### src/rtl/rom_load_pkg.sv
// Shared types for the ROM load arbiter: FSM states, download FIFO entry, reader ids.
package rom_load_pkg;

  typedef enum logic [1:0] {IDLE, WR, RD_CPU, RD_VID} state_t;

  localparam int IOCTL_AW = 25;

  typedef struct packed {
    logic [IOCTL_AW-1:0] addr;
    logic [7:0]          data;
  } fifo_entry_t;

  localparam logic REQ_CPU = 1'b0;
  localparam logic REQ_VID = 1'b1;

endpackage

### src/rtl/rom_load_fifo.sv
// Small synchronous FIFO with occupancy count; push when full and pop when empty are ignored.
module rom_load_fifo #(
  parameter int DEPTH = 4,
  parameter int WIDTH = 8
) (
  input  logic                   clk_sys,
  input  logic                   reset_n,
  input  logic                   push,
  input  logic                   pop,
  input  logic [WIDTH-1:0]       din,
  output logic [WIDTH-1:0]       dout,
  output logic [$clog2(DEPTH):0] count,
  output logic                   full,
  output logic                   empty
);
  localparam int AW = $clog2(DEPTH);
  localparam int CW = AW + 1;

  logic [WIDTH-1:0] mem [DEPTH];
  logic [AW-1:0]    wr_ptr, rd_ptr;
  logic             do_push, do_pop;

  assign full    = (count == CW'(DEPTH));
  assign empty   = (count == '0);
  assign do_push = push & ~full;
  assign do_pop  = pop & ~empty;
  assign dout    = mem[rd_ptr];

  always_ff @(posedge clk_sys)
    if (do_push) mem[wr_ptr] <= din;

  always_ff @(posedge clk_sys or negedge reset_n) begin
    if (!reset_n) begin
      wr_ptr <= '0;
      rd_ptr <= '0;
      count  <= '0;
    end else begin
      if (do_push) wr_ptr <= wr_ptr + 1'b1;
      if (do_pop)  rd_ptr <= rd_ptr + 1'b1;
      count <= count + CW'(do_push) - CW'(do_pop);
    end
  end

endmodule

### src/rtl/rom_load_arbiter.sv
// Shares one external byte memory between the ROM download stream, the CPU and video.
// Downloads drain through a FIFO first; readers are served round-robin once the core is out of reset.
module rom_load_arbiter
  import rom_load_pkg::*;
#(
  parameter int         MAW        = 22,
  parameter int         FIFO_DEPTH = 4,
  parameter logic [7:0] ROM_INDEX  = 8'd0
) (
  input  logic           clk_sys,
  input  logic           reset_n,
  input  logic           ioctl_download,
  input  logic [7:0]     ioctl_index,
  input  logic           ioctl_wr,
  input  logic [24:0]    ioctl_addr,
  input  logic [7:0]     ioctl_dout,
  output logic           ioctl_wait,
  input  logic           cpu_req,
  input  logic [MAW-1:0] cpu_addr,
  output logic           cpu_ack,
  output logic [7:0]     cpu_data,
  input  logic           vid_req,
  input  logic [MAW-1:0] vid_addr,
  output logic           vid_ack,
  output logic [7:0]     vid_data,
  output logic           mem_req,
  output logic           mem_we,
  output logic [MAW-1:0] mem_addr,
  output logic [7:0]     mem_wdata,
  input  logic [7:0]     mem_rdata,
  input  logic           mem_ack,
  output logic           game_rst_n,
  output logic           rom_loaded,
  output logic           addr_ovf
);
  localparam int CW = $clog2(FIFO_DEPTH) + 1;

  logic          wr_q, wr_rise, accept, addr_bad, push, pop, full, empty;
  logic [CW-1:0] count, count_nxt;
  fifo_entry_t   fin, fout;
  state_t        state, state_nxt;
  logic          rr_last, wrote_any;
  logic          unused_addr_hi;

  assign wr_rise   = ioctl_wr & ~wr_q;
  assign accept    = wr_rise & ioctl_download & (ioctl_index == ROM_INDEX);
  assign addr_bad  = (ioctl_addr >> MAW) != '0;
  assign push      = accept & ~addr_bad & ~full;
  assign pop       = (state == WR) & mem_ack;
  assign fin       = '{addr: ioctl_addr, data: ioctl_dout};
  assign count_nxt = count + CW'(push) - CW'(pop);
  // Out-of-range bytes never enter the FIFO, so the high address bits are always zero.
  assign unused_addr_hi = &{1'b0, fout.addr[IOCTL_AW-1:MAW]};

  rom_load_fifo #(.DEPTH(FIFO_DEPTH), .WIDTH($bits(fifo_entry_t))) u_fifo (
    .clk_sys (clk_sys),
    .reset_n (reset_n),
    .push    (push),
    .pop     (pop),
    .din     (fin),
    .dout    (fout),
    .count   (count),
    .full    (full),
    .empty   (empty)
  );

  always_ff @(posedge clk_sys or negedge reset_n)
    if (!reset_n) state <= IDLE;
    else          state <= state_nxt;

  // Pending download bytes always win; readers wait until the core is released.
  always_comb begin
    state_nxt = state;
    case (state)
      IDLE: begin
        if (!empty) state_nxt = WR;
        else if (game_rst_n && !ioctl_download) begin
          if (cpu_req && vid_req) state_nxt = (rr_last == REQ_CPU) ? RD_VID : RD_CPU;
          else if (cpu_req)       state_nxt = RD_CPU;
          else if (vid_req)       state_nxt = RD_VID;
        end
      end
      default: if (mem_ack) state_nxt = IDLE;
    endcase
  end

  always_ff @(posedge clk_sys or negedge reset_n) begin
    if (!reset_n) begin
      mem_req   <= 1'b0;
      mem_we    <= 1'b0;
      mem_addr  <= '0;
      mem_wdata <= '0;
      cpu_ack   <= 1'b0;
      vid_ack   <= 1'b0;
      cpu_data  <= '0;
      vid_data  <= '0;
      rr_last   <= REQ_CPU;
    end else begin
      cpu_ack <= 1'b0;
      vid_ack <= 1'b0;
      if (state == IDLE) begin
        case (state_nxt)
          WR: begin
            mem_req   <= 1'b1;
            mem_we    <= 1'b1;
            mem_addr  <= fout.addr[MAW-1:0];
            mem_wdata <= fout.data;
          end
          RD_CPU: begin
            mem_req  <= 1'b1;
            mem_we   <= 1'b0;
            mem_addr <= cpu_addr;
          end
          RD_VID: begin
            mem_req  <= 1'b1;
            mem_we   <= 1'b0;
            mem_addr <= vid_addr;
          end
          default: ;
        endcase
      end else if (mem_ack) begin
        mem_req <= 1'b0;
        if (state == RD_CPU) begin
          cpu_ack  <= 1'b1;
          cpu_data <= mem_rdata;
          rr_last  <= REQ_CPU;
        end
        if (state == RD_VID) begin
          vid_ack  <= 1'b1;
          vid_data <= mem_rdata;
          rr_last  <= REQ_VID;
        end
      end
    end
  end

  always_ff @(posedge clk_sys or negedge reset_n) begin
    if (!reset_n) begin
      wr_q       <= 1'b0;
      ioctl_wait <= 1'b0;
      addr_ovf   <= 1'b0;
      game_rst_n <= 1'b0;
      rom_loaded <= 1'b0;
      wrote_any  <= 1'b0;
    end else begin
      wr_q       <= ioctl_wr;
      ioctl_wait <= count_nxt >= CW'(FIFO_DEPTH - 1);
      if (accept && (addr_bad || full)) addr_ovf <= 1'b1;
      if (pop) wrote_any <= 1'b1;
      if (ioctl_download) game_rst_n <= 1'b0;
      else if (!game_rst_n && empty && state == IDLE) begin
        game_rst_n <= 1'b1;
        wrote_any  <= 1'b0;
        if (wrote_any) rom_loaded <= 1'b1;
      end
    end
  end

endmodule

### config.mk
export PLATFORM = sky130hd
export DESIGN_NAME = rom_load_arbiter
export DESIGN_NICKNAME = d
export VERILOG_FILES = /design/src/rtl/rom_load_pkg.sv /design/src/rtl/rom_load_fifo.sv /design/src/rtl/rom_load_arbiter.sv
export SDC_FILE = /design/constraint.sdc
export NUM_CORES = 1
export LEC_CHECK = 0
export BUFFER_PORTS_ARGS = -buffer_cell sky130_fd_sc_hd__buf_4
export CORE_ASPECT_RATIO = 1.75
export CORE_UTILIZATION = 55
export DETAILED_ROUTE_END_ITERATION = 12
export PLACE_DENSITY = 0.8
export SLEW_MARGIN = 40
export SYNTH_ARGS = -nofsm -noshare
export SYNTH_HDL_FRONTEND = slang
export SYNTH_HIERARCHICAL = 1
export SYNTH_SLANG_ARGS = --single-unit
### constraint.sdc
create_clock -name clk_sys -period 3.55 [get_ports clk_sys]
set_input_delay 0.1775 -clock clk_sys [delete_from_list [all_inputs] [get_ports clk_sys]]
set_output_delay 0.1775 -clock clk_sys [all_outputs]
set_load 0.02 [all_outputs]
==> results.md <==
## Run status
• **run status** finished clean

## Floorplanning
• **die footprint** 14000 um2
• **Initial Util** 57.0%
• **vertical die dimension** 156 um
• **total number of placement rows** 55
• **number of placed I/O pins** 154
• **floorplan core area** 13100 um2
• **chip width** 90.0 um

## Route
• **DRC viols** 0
• **total number of vias** 4685
• **Vias/cell** 5.84
• **average wire per cell in the routed design** 20.3 um
• **1st-iter DRT viols** 365
• **Total Routed Length** 16300 um
• **number of routed nets with antenna violations** 0
• **Pre-Repair DR Iteration Count** 9

## Pwr
• **Internal Pwr Total** 4.69 mW
• **Final Power** 7.00 mW
• **switching power** 2.30 mW
• **clock share of power** 25.4%
• **leakage power** 3.83 nW
• **sequential fraction of design power** 40.0%
• **power density over the cells** 720 nW/um2
• **worst vdd rail ir drop** 0.488 mV
• **Sw Ratio** 32.9%
• **logic gate share of total power** 34.6%

## Final layout
• **most frequent standard cell in the layout excluding fill and tap cells** buf_4
• **number of nets at the end of the flow** 728
• **number of diodes** 0
• **Post-Layout Cell Count** 802
• **area grow syn2layout** 30.4%
• **most frequent cells in the layout** buf_4, edfxtp_1, dfrtp_1
• **utilization after layout** 74.3%
• **share of cells above drive strength 1** 40.6%
• **area of all placed cells without fillers** 9710 um2

## GRT
• **total grt overflow** 0
• **initial antenna violation count** 0
• **Total GRT Usage** 24.2%
• **first-pass GRT wire length** 25300 um
• **maximum number of pins on one net before global-route repair** 67
• **via count of the first global-routing pass** 4855

## STA
• **Tcrit/Tclk final** 79.8%
• **Tmin final** 2.83 ns
• **number of setup violations in the final report** 0
• **Hold Vio Cnt, Final** 0
• **final-layout worst hold slack** 0.0725 ns
• **Worst Slack Setup Final** 0.719 ns
• **worst slew pin tran** 0.833 ns
• **final clock skew** 0.0121 ns
• **Max Freq** 353 MHz
• **number of max-slew violations in the final report** 0
• **Setup Total Neg Slack** 0 ns
• **Slew HR** 44.4%
• **RSZ-0062 raised after global routing** false

## Critical path
• **crit start category** flop
• **worst-path maximum fanout** 10
• **endpoint class of the critical path** flop
• **worst path arrival time** 3.13 ns
• **kind of critical path** reg -> reg
• **data required time at the worst endpoint** 3.85 ns

## Placed design
• **Placed Cells** 728
• **Post-Place Worst Slack** 0.756 ns
• **dpl cell area** 8720 um2
• **IO buf count** 153
• **routability congestion estimate from global placement** 0.812
• **post-detailed-placement half-perimeter wirelength** 10600 um

## Synthesis
• **number of instances in the synthesized netlist** 423
• **Post-Syn Area** 7450 um2
• **number of warnings printed during yosys synthesis** 6
• **net count after synthesis** 533
• **Mapped Avg Cell Area** 17.6 um2

## Clock network
• **clock buffers created by TritonCTS** 17
• **root buffer cell** clkbuf_16
• **TritonCTS clock tree** yes
• **cells resized by post-CTS repair** 0
• **clock-pin transition on the worst setup and hold timing paths** 0.07 ns
• **H-Tree Level Count** 4
• **clock sink count** 186
• **largest buffer count on any clock path** 2
• **# Post-CTS Setup Buffers** 0
• **Worst-Skew Late Latency** 0.42 ns

## Run
• **max-capacitance violation count** 0

## Worst hold path
• **Worst Hold Class** in -> reg

## per-layer routing
layer  global-route usage [%]  wire length (um)  vias up
li1                         -                 -     2072
met1                     28.3              5940     2336
met2                     43.0              8810      245
met3                     5.85              1210       32
met4                     9.91               351        0
met5                        0                 0        -
## path summary, 6_finish.rpt
| kind | from | to | slack [ns] | cells past startpoint |
|---|---|---|---|---|
| max in group asynchronous | reset_n | u_fifo/rd_ptr[0]$_DFFE_PN0P_ | 2.76 | 2 |
| min in group asynchronous | reset_n | cpu_data[4]$_DFFE_PN0P_ | 0.32 | 2 |
| worst max-delay path | u_fifo/count[2]$_DFF_PN0_ | u_fifo/count[2]$_DFF_PN0_ | 0.72 | 11 |
| worst min register to register | rom_loaded$_DFFE_PN0P_ | rom_loaded$_DFFE_PN0P_ | 0.46 | 1 |
| worst min-delay path | vid_req | state[0]$_DFF_PN0_ | 0.07 | 3 |
| worst max register to register | u_fifo/count[2]$_DFF_PN0_ | u_fifo/count[2]$_DFF_PN0_ | 0.72 | 11 |
## power groups by stage
stage	clock network, mW	logic, mW	registers (mW)
floorplan	0	1.39	3.08
global placement	0	2.30	2.83
detailed placement	0	2.37	2.84
CTS	1.80	2.43	2.80
global route	1.89	2.59	2.83
finish	1.77	2.42	2.80
## layout make-up
type | instances | area (um2)
multi-input combinational | 198 | 2020
clock inverter | 14 | 133
fill | 807 | 3360
tap | 171 | 214
timing repair buffer | 200 | 1610
inverter | 15 | 56.3
sequential | 186 | 5260
clock buffer | 18 | 429
## state kept, by name, summed over array words and instances, names as in the netlist, 2 cells and up
name,cells
cpu_data,8
u_fifo/mem,120
mem_addr,22
mem_wdata,8
state,2
vid_data,8
u_fifo/rd_ptr,2
u_fifo/wr_ptr,2
u_fifo/count,3
## worst max-delay path, stage by stage, from the launching register on
cell	delay [ns]
dfrtp_1	0.47
nor3b_4	0.22
or4_1	0.44
nor2_1	0.11
buf_4	0.17
nand2b_1	0.07
ha_1	0.27
inv_1	0.03
ha_1	0.20
fa_1	0.42
xor2_1	0.18
xnor2_1	0.14
## what timing repair did
item | CTS | global route
endpoints found under the hold margin | 204 | 0
setup endpoints to repair | 0 | 0
hold buffers | 42 | 0
(Power assumes the default switching activity.)
